==> config.mk <==
export PLATFORM = sky130hd
export DESIGN_NAME = mult42_seq_ctrl
export DESIGN_NICKNAME = d
export VERILOG_FILES = /design/src/rtl/mult42_seq_ctrl.sv
export SDC_FILE = /design/constraint.sdc
export NUM_CORES = 1
export LEC_CHECK = 0
export BUFFER_PORTS_ARGS = -buffer_cell sky130_fd_sc_hd__buf_2
export CORE_AREA = 2 2 130 101
export CTS_BUF_LIST = sky130_fd_sc_hd__clkbuf_2 sky130_fd_sc_hd__clkbuf_4 sky130_fd_sc_hd__clkbuf_8
export CTS_CLUSTER_SIZE = 20
export DETAILED_ROUTE_END_ITERATION = 7
export DIE_AREA = 0 0 132 103
export PLACE_DENSITY = 0.5
export SETUP_SLACK_MARGIN = 0.05
export SYNTH_ARGS = -nofsm -noshare
export SYNTH_HDL_FRONTEND = slang
export SYNTH_SLANG_ARGS = --single-unit
==> constraint.sdc <==
create_clock -name clk -period 3.3 [get_ports clk]
set_input_delay 0.33 -clock clk [delete_from_list [all_inputs] [get_ports clk]]
set_output_delay 0.33 -clock clk [all_outputs]
set_load 0.01 [all_outputs]
==> src/rtl/mult42_seq_ctrl.sv <==
// Iterative unsigned multiplier: folds two partial products per cycle through one
// row of 4-2 compressors, then resolves the redundant sum/carry pair with one add.

module compressor (
  input  logic x1,
  input  logic x2,
  input  logic x3,
  input  logic x4,
  input  logic cin,
  output logic s,
  output logic carry,
  output logic cout
);
  logic t_s;

  // cout never depends on cin, so a row of these has no ripple path
  assign t_s   = x1 ^ x2 ^ x3;
  assign cout  = (x1 & x2) | (x1 & x3) | (x2 & x3);
  assign s     = t_s ^ x4 ^ cin;
  assign carry = (t_s & x4) | (t_s & cin) | (x4 & cin);
endmodule

module mult42_seq_ctrl #(
  parameter int WIDTH = 8
) (
  input  logic               clk,
  input  logic               rst_n,
  input  logic               in_valid,
  output logic               in_ready,
  input  logic [WIDTH-1:0]   a,
  input  logic [WIDTH-1:0]   b,
  output logic               out_valid,
  input  logic               out_ready,
  output logic [2*WIDTH-1:0] product,
  output logic               busy
);
  localparam int PW   = 2 * WIDTH;
  localparam int HALF = WIDTH / 2;
  localparam int CW   = (HALF > 1) ? $clog2(HALF) : 1;
  localparam logic [CW-1:0] LAST_CNT = CW'(HALF - 1);

  typedef enum logic [1:0] {
    S_IDLE     = 2'd0,
    S_COMPRESS = 2'd1,
    S_FINAL    = 2'd2,
    S_DONE     = 2'd3
  } state_t;

  state_t          state_q, state_d;
  logic [CW-1:0]   cnt_q, cnt_d;
  logic [WIDTH-1:0] a_q, a_d, b_q, b_d;
  logic [PW-1:0]   sum_q, sum_d, carry_q, carry_d;
  logic [PW-1:0]   product_q, product_d;
  logic            out_valid_q, out_valid_d;
  logic            busy_q, busy_d;
  logic            in_ready_q, in_ready_d;

  logic [CW:0]     idx_lo_s, idx_hi_s;
  logic [PW-1:0]   a_ext_s, pp_lo_s, pp_hi_s;
  logic [PW-1:0]   s_s, carry_out_s, cout_s, cin_s;

  // partial products for the current pair of multiplier bits
  always_comb begin
    idx_lo_s = {cnt_q, 1'b0};
    idx_hi_s = {cnt_q, 1'b1};
    a_ext_s  = {{WIDTH{1'b0}}, a_q};
    if (b_q[idx_lo_s]) begin
      pp_lo_s = a_ext_s << idx_lo_s;
    end else begin
      pp_lo_s = {PW{1'b0}};
    end
    if (b_q[idx_hi_s]) begin
      pp_hi_s = a_ext_s << idx_hi_s;
    end else begin
      pp_hi_s = {PW{1'b0}};
    end
  end

  // shift drops the MSB cout, keeping arithmetic mod 2^PW
  assign cin_s = cout_s << 1;

  for (genvar i = 0; i < PW; i++) begin : g_row
    compressor u_cmp (
      .x1    (sum_q[i]),
      .x2    (carry_q[i]),
      .x3    (pp_lo_s[i]),
      .x4    (pp_hi_s[i]),
      .cin   (cin_s[i]),
      .s     (s_s[i]),
      .carry (carry_out_s[i]),
      .cout  (cout_s[i])
    );
  end

  // next-state and datapath updates
  always_comb begin
    state_d   = state_q;
    cnt_d     = cnt_q;
    a_d       = a_q;
    b_d       = b_q;
    sum_d     = sum_q;
    carry_d   = carry_q;
    product_d = product_q;
    case (state_q)
      S_IDLE: begin
        if (in_valid) begin
          a_d     = a;
          b_d     = b;
          sum_d   = {PW{1'b0}};
          carry_d = {PW{1'b0}};
          cnt_d   = {CW{1'b0}};
          state_d = S_COMPRESS;
        end else begin
          state_d = S_IDLE;
        end
      end
      S_COMPRESS: begin
        sum_d   = s_s;
        carry_d = carry_out_s << 1;
        if (cnt_q == LAST_CNT) begin
          state_d = S_FINAL;
        end else begin
          cnt_d = cnt_q + CW'(1'b1);
        end
      end
      S_FINAL: begin
        product_d = sum_q + carry_q;
        state_d   = S_DONE;
      end
      S_DONE: begin
        if (out_ready) begin
          state_d = S_IDLE;
        end else begin
          state_d = S_DONE;
        end
      end
      default: state_d = S_IDLE;
    endcase
    in_ready_d  = (state_d == S_IDLE);
    busy_d      = (state_d == S_COMPRESS) || (state_d == S_FINAL);
    out_valid_d = (state_d == S_DONE);
  end

  // state and output registers
  always_ff @(posedge clk or negedge rst_n) begin
    if (!rst_n) begin
      state_q     <= S_IDLE;
      cnt_q       <= {CW{1'b0}};
      a_q         <= {WIDTH{1'b0}};
      b_q         <= {WIDTH{1'b0}};
      sum_q       <= {PW{1'b0}};
      carry_q     <= {PW{1'b0}};
      product_q   <= {PW{1'b0}};
      out_valid_q <= 1'b0;
      busy_q      <= 1'b0;
      in_ready_q  <= 1'b1;
    end else begin
      state_q     <= state_d;
      cnt_q       <= cnt_d;
      a_q         <= a_d;
      b_q         <= b_d;
      sum_q       <= sum_d;
      carry_q     <= carry_d;
      product_q   <= product_d;
      out_valid_q <= out_valid_d;
      busy_q      <= busy_d;
      in_ready_q  <= in_ready_d;
    end
  end

  assign in_ready  = in_ready_q;
  assign out_valid = out_valid_q;
  assign busy      = busy_q;
  assign product   = product_q;
endmodule

==> summary.md <==
## Worst setup path
- cell type group with the largest total delay on the critical path: adder cells
- highest cell delay on the worst timing path: 570 ps
- Critical path buffers and inverters: 1
- Crit path top cell by count: fa_1
- kind of critical path: flip-flop to flip-flop
- critical path startpoint category: flip-flop
- endpoint class of the critical path: flip-flop
- Critical Path, Cell by Cell: mux2_2 -> a22o_1 -> and2_1 -> fa_1 -> inv_1 -> fa_1 -> o21ai_0
- data arrival time of the critical path: 2900 ps
- slowest stage cell, crit path: dfrtp_1
- largest fanout on the critical path: 12
- data required time of the worst path: 3520 ps

## Power and ir drop
- Max IR drop VDD: 0.3404 mV
- leakage power figure: 2.203 nW
- Pwr Density: 948.1 nW/µm²

## Cells and area
- share of final-layout standard cells stronger than drive strength 1: 0.2112
- nets@finish: 506
- number of standard cells in the layout, taps in and fillers out: 616
- number of filler cells placed in the layout: 1,263
- n_diodes: 0
- post-layout instance area: 4786 µm²
- area delta synth->final: 13.57%

## Place
- global placer's final weighted congestion: 0.7636
- IO Port Bufs: 38
- placed cell count: 600
- estimated wirelength of the detail-placed design: 6491 µm
- Worst Setup Slack post-DPL: 624.4 ps
- area post-placement: 4591 µm²

## Clock network
- H-tree level count: 3
- maximum root-to-sink buffer count: 2
- clock sinks: 69
- clock tree from TritonCTS: done
- Worst-Skew Late Latency: 350 ps
- TritonCTS buffer count: 9
- cell chosen for the clock root: clkbuf_8
- Setup Buffers After CTS: 0
- Worst-path clk slew: 70 ps

## Global route
- total global routing overflow: 0
- pin count of the biggest net entering global routing: 55
- global-route wire length before repair: 15,350 µm
- aggregate global-route resource usage: 0.1458
- vias in the first global route: 3,019
- antenna violations before repair: 0

## Synth
- post-synthesis instance area: 4214 µm²
- Synth Area in XOR/XNOR: 0.02494
- largest family of logic cells by synthesized area: adder cells
- warning count from the yosys run: 0
- library cell occupying the most area in the post-synthesis netlist: dfrtp_1
- count of unique library cells instantiated by Yosys: 49
- post-synthesis cell count: 402
- simple-gate share of the synthesized area: 0.1191
- syn_nets: 467
- Synth Area in Compound Gates: 0.1268
- share of synthesized area occupied by flip-flops and latches: 0.4100
- share of flip-flops with an asynchronous set or reset: 1.000
- proportion of synthesized area in mux cells: 0.08640
- adder-cell share of the synthesized area: 0.1817
- top cell type's share of synthesized area: 0.4038
- Synth Flop Type: dfrtp_1
- number of flops mapped to enable cells by yosys: 0
- leading cell types by total area after synthesis: dfrtp_1, fa_1, mux2_2, nand2_1, ha_1
- flip-flop and latch count after synthesis: 69
- mean instance size in the synthesized netlist: 10.48 µm²

## Routing
- Avg Vias per Cell: 4.758
- DRC: 0
- highest routed metal layer: met4
- routed length per instance: 14.17 µm
- Iteration-0 DRC Markers: 129
- via count: 2,931
- total met2 wirelength after detailed routing: 3865 µm
- number of iterations in the first detailed-routing pass: 4
- total length of routed met3 wires: 352 µm
- count of nets left with antenna violations after detail routing: 0
- final routed wirelength across all metal layers: 8727 µm
- detailed-route wire length on metal 1: 4390 µm

## Timing
- final clock period utilization by the worst path: 0.8117
- PnR worst setup slack: 621.2 ps
- number of max-slew violations in the final report: 0
- Rel. slew slack: 0.4830
- min Tclk post-route: 2679 ps
- Worst Hold Slack: 211.4 ps
- number of failing setup endpoints in the final timing report: 0
- highest attainable clock frequency: 0.3733 GHz
- RSZ-0062 raised after global routing: no
- final hold violation count: 0
- clock tree skew after final layout: 6.122 ps
- Worst Tran Pin Value: 774.7 ps
- post-route setup TNS: 0 ps

## Outcome
- status: completed

## Die
- die outline area: 13,600 µm²
- die boundary width: 132 µm
- initial core utilization: 0.3377
- Site Rows: 36
- num ports: 39
- height of the die: 103 µm
- area of the core: 12,480 µm²

## Run
- number of max-cap violations: 0

## Min path
- path category of the worst min-delay check: input pin to flip-flop

==> repair_timing <==
action | in CTS | in global routing
endpoints found under the hold margin | 15 | 0
gates resized for setup | 0 | 0
hold buffers | 1 | 0
==> worst register-to-register path, stage by stage, from the launching register on <==
cell     delay, ps
dfrtp_1        570
mux2_2         420
a22o_1         250
and2_1         170
fa_1           480
inv_1           50
fa_1           520
o21ai_0         90
==> power breakdown <==
group	leakage [nW]	total, mW	internal, mW	switching, mW
sequential	0.879	1.58	1.21	0.371
clock	0.0994	0.656	0.347	0.309
combinational	1.22	2.30	1.00	1.30
total	2.20	4.54	2.56	1.98
==> per-layer routing <==
metal | GRT usage | vias up
met5 | 0 | -
met4 | 0.05017 | 0
met3 | 0.03687 | 10
met2 | 0.2320 | 45
met1 | 0.1963 | 1434
li1 | - | 1442
==> synthesized netlist by cell type, drive strengths merged, types with 2 or more instances <==
cell type and number:
nor2b 3, nor3b 2, o21ai 50, ha 18, nand3 7, nor2 7, a21oi 8, clkbuf 8
a21o 6, buf 9, nand2b 6, xor2 5, o31ai 2, and4 3, o211a 2, and2 6
mux4 2, dfrtp 68, inv 37, xnor2 7, a22o 5, nand4 2, nand2 61, and3 4
fa 27, o211ai 3, mux2i 6, a31oi 2, mux2 23, nor3 3
==> cells in the final DEF (no fill, tap or decap), types with 5 or more instances in the layout <==
master    count
nand2_1      61
a21oi_1       8
buf_4         6
clkbuf_8     12
fa_1         27
xor2_1        5
dfrtp_1      68
nand2b_1      6
xnor2_1       7
a21o_1        6
nand3_1       6
a22o_1        5
o21ai_0      38
mux2_2       22
o21ai_1      10
and2_1        6
buf_2        38
ha_1         18
mux2i_1       6
nor2_1        7
inv_1        37
==> stage by stage <==
stage,utilization,total power [mW]
2_1_floorplan,-,3.288
3_3_place_gp,0.3679,3.876
6_report,0.3836,4.537
4_1_cts,0.3836,4.635
3_5_place_dp,0.3679,3.940
5_1_grt,0.3836,5.106
==> flip-flops by register name, summed over array words and instances, names as in the netlist <==
signal / count
carry_q: 14
a_q: 8
state_q: 2
busy: 1
in_ready: 1
b_q: 8
out_valid: 1
cnt_q: 2
sum_q: 16
product: 16
==> area by class of cell <==
| cell class | instances | area [µm²] | share of cell area |
|---|---|---|---|
| multi-input cells | 279 | 2275 | 0.4753 |
| flip-flops and latches | 69 | 1728 | 0.3610 |
| repair buffers | 45 | 245.2 | 0.05124 |
| well taps | 171 | 214.0 | 0.04471 |
| clock buffers | 14 | 180.2 | 0.03765 |
| inverters | 37 | 138.9 | 0.02902 |
| clock inverters | 1 | 5.005 | 0.001046 |
==> cells by family after synthesis <==
| logic type | Yosys count |
|---|---|
| xor gates and xnor gates | 12 |
| and+or+nand+nor | 105 |
| muxes | 31 |
| AOI/OAI and AO/OA | 86 |
| buffers and inverters | 54 |
| adders and majority gates | 45 |
| DFF | 69 |
==> path summary, 6_finish.rpt <==
| check | startpoint | to | slack (ps) | depth (start not counted) |
|---|---|---|---|---|
| worst max-delay path | cnt_q[1]$_DFFE_PN0P_ | sum_q[9]$_DFFE_PN0P_ | 620 | 7 |
| worst min-delay path | b[7] | b_q[7]$_DFFE_PN0P_ | 210 | 2 |
| worst max register to register | cnt_q[1]$_DFFE_PN0P_ | sum_q[9]$_DFFE_PN0P_ | 620 | 7 |
| worst min register to register | product[7]$_DFFE_PN0N_ | product[7]$_DFFE_PN0N_ | 470 | 1 |
| max in group asynchronous | rst_n | sum_q[14]$_DFFE_PN0P_ | 1810 | 3 |
| min in group asynchronous | rst_n | product[3]$_DFFE_PN0N_ | 440 | 2 |
(Power assumes the default switching activity.)
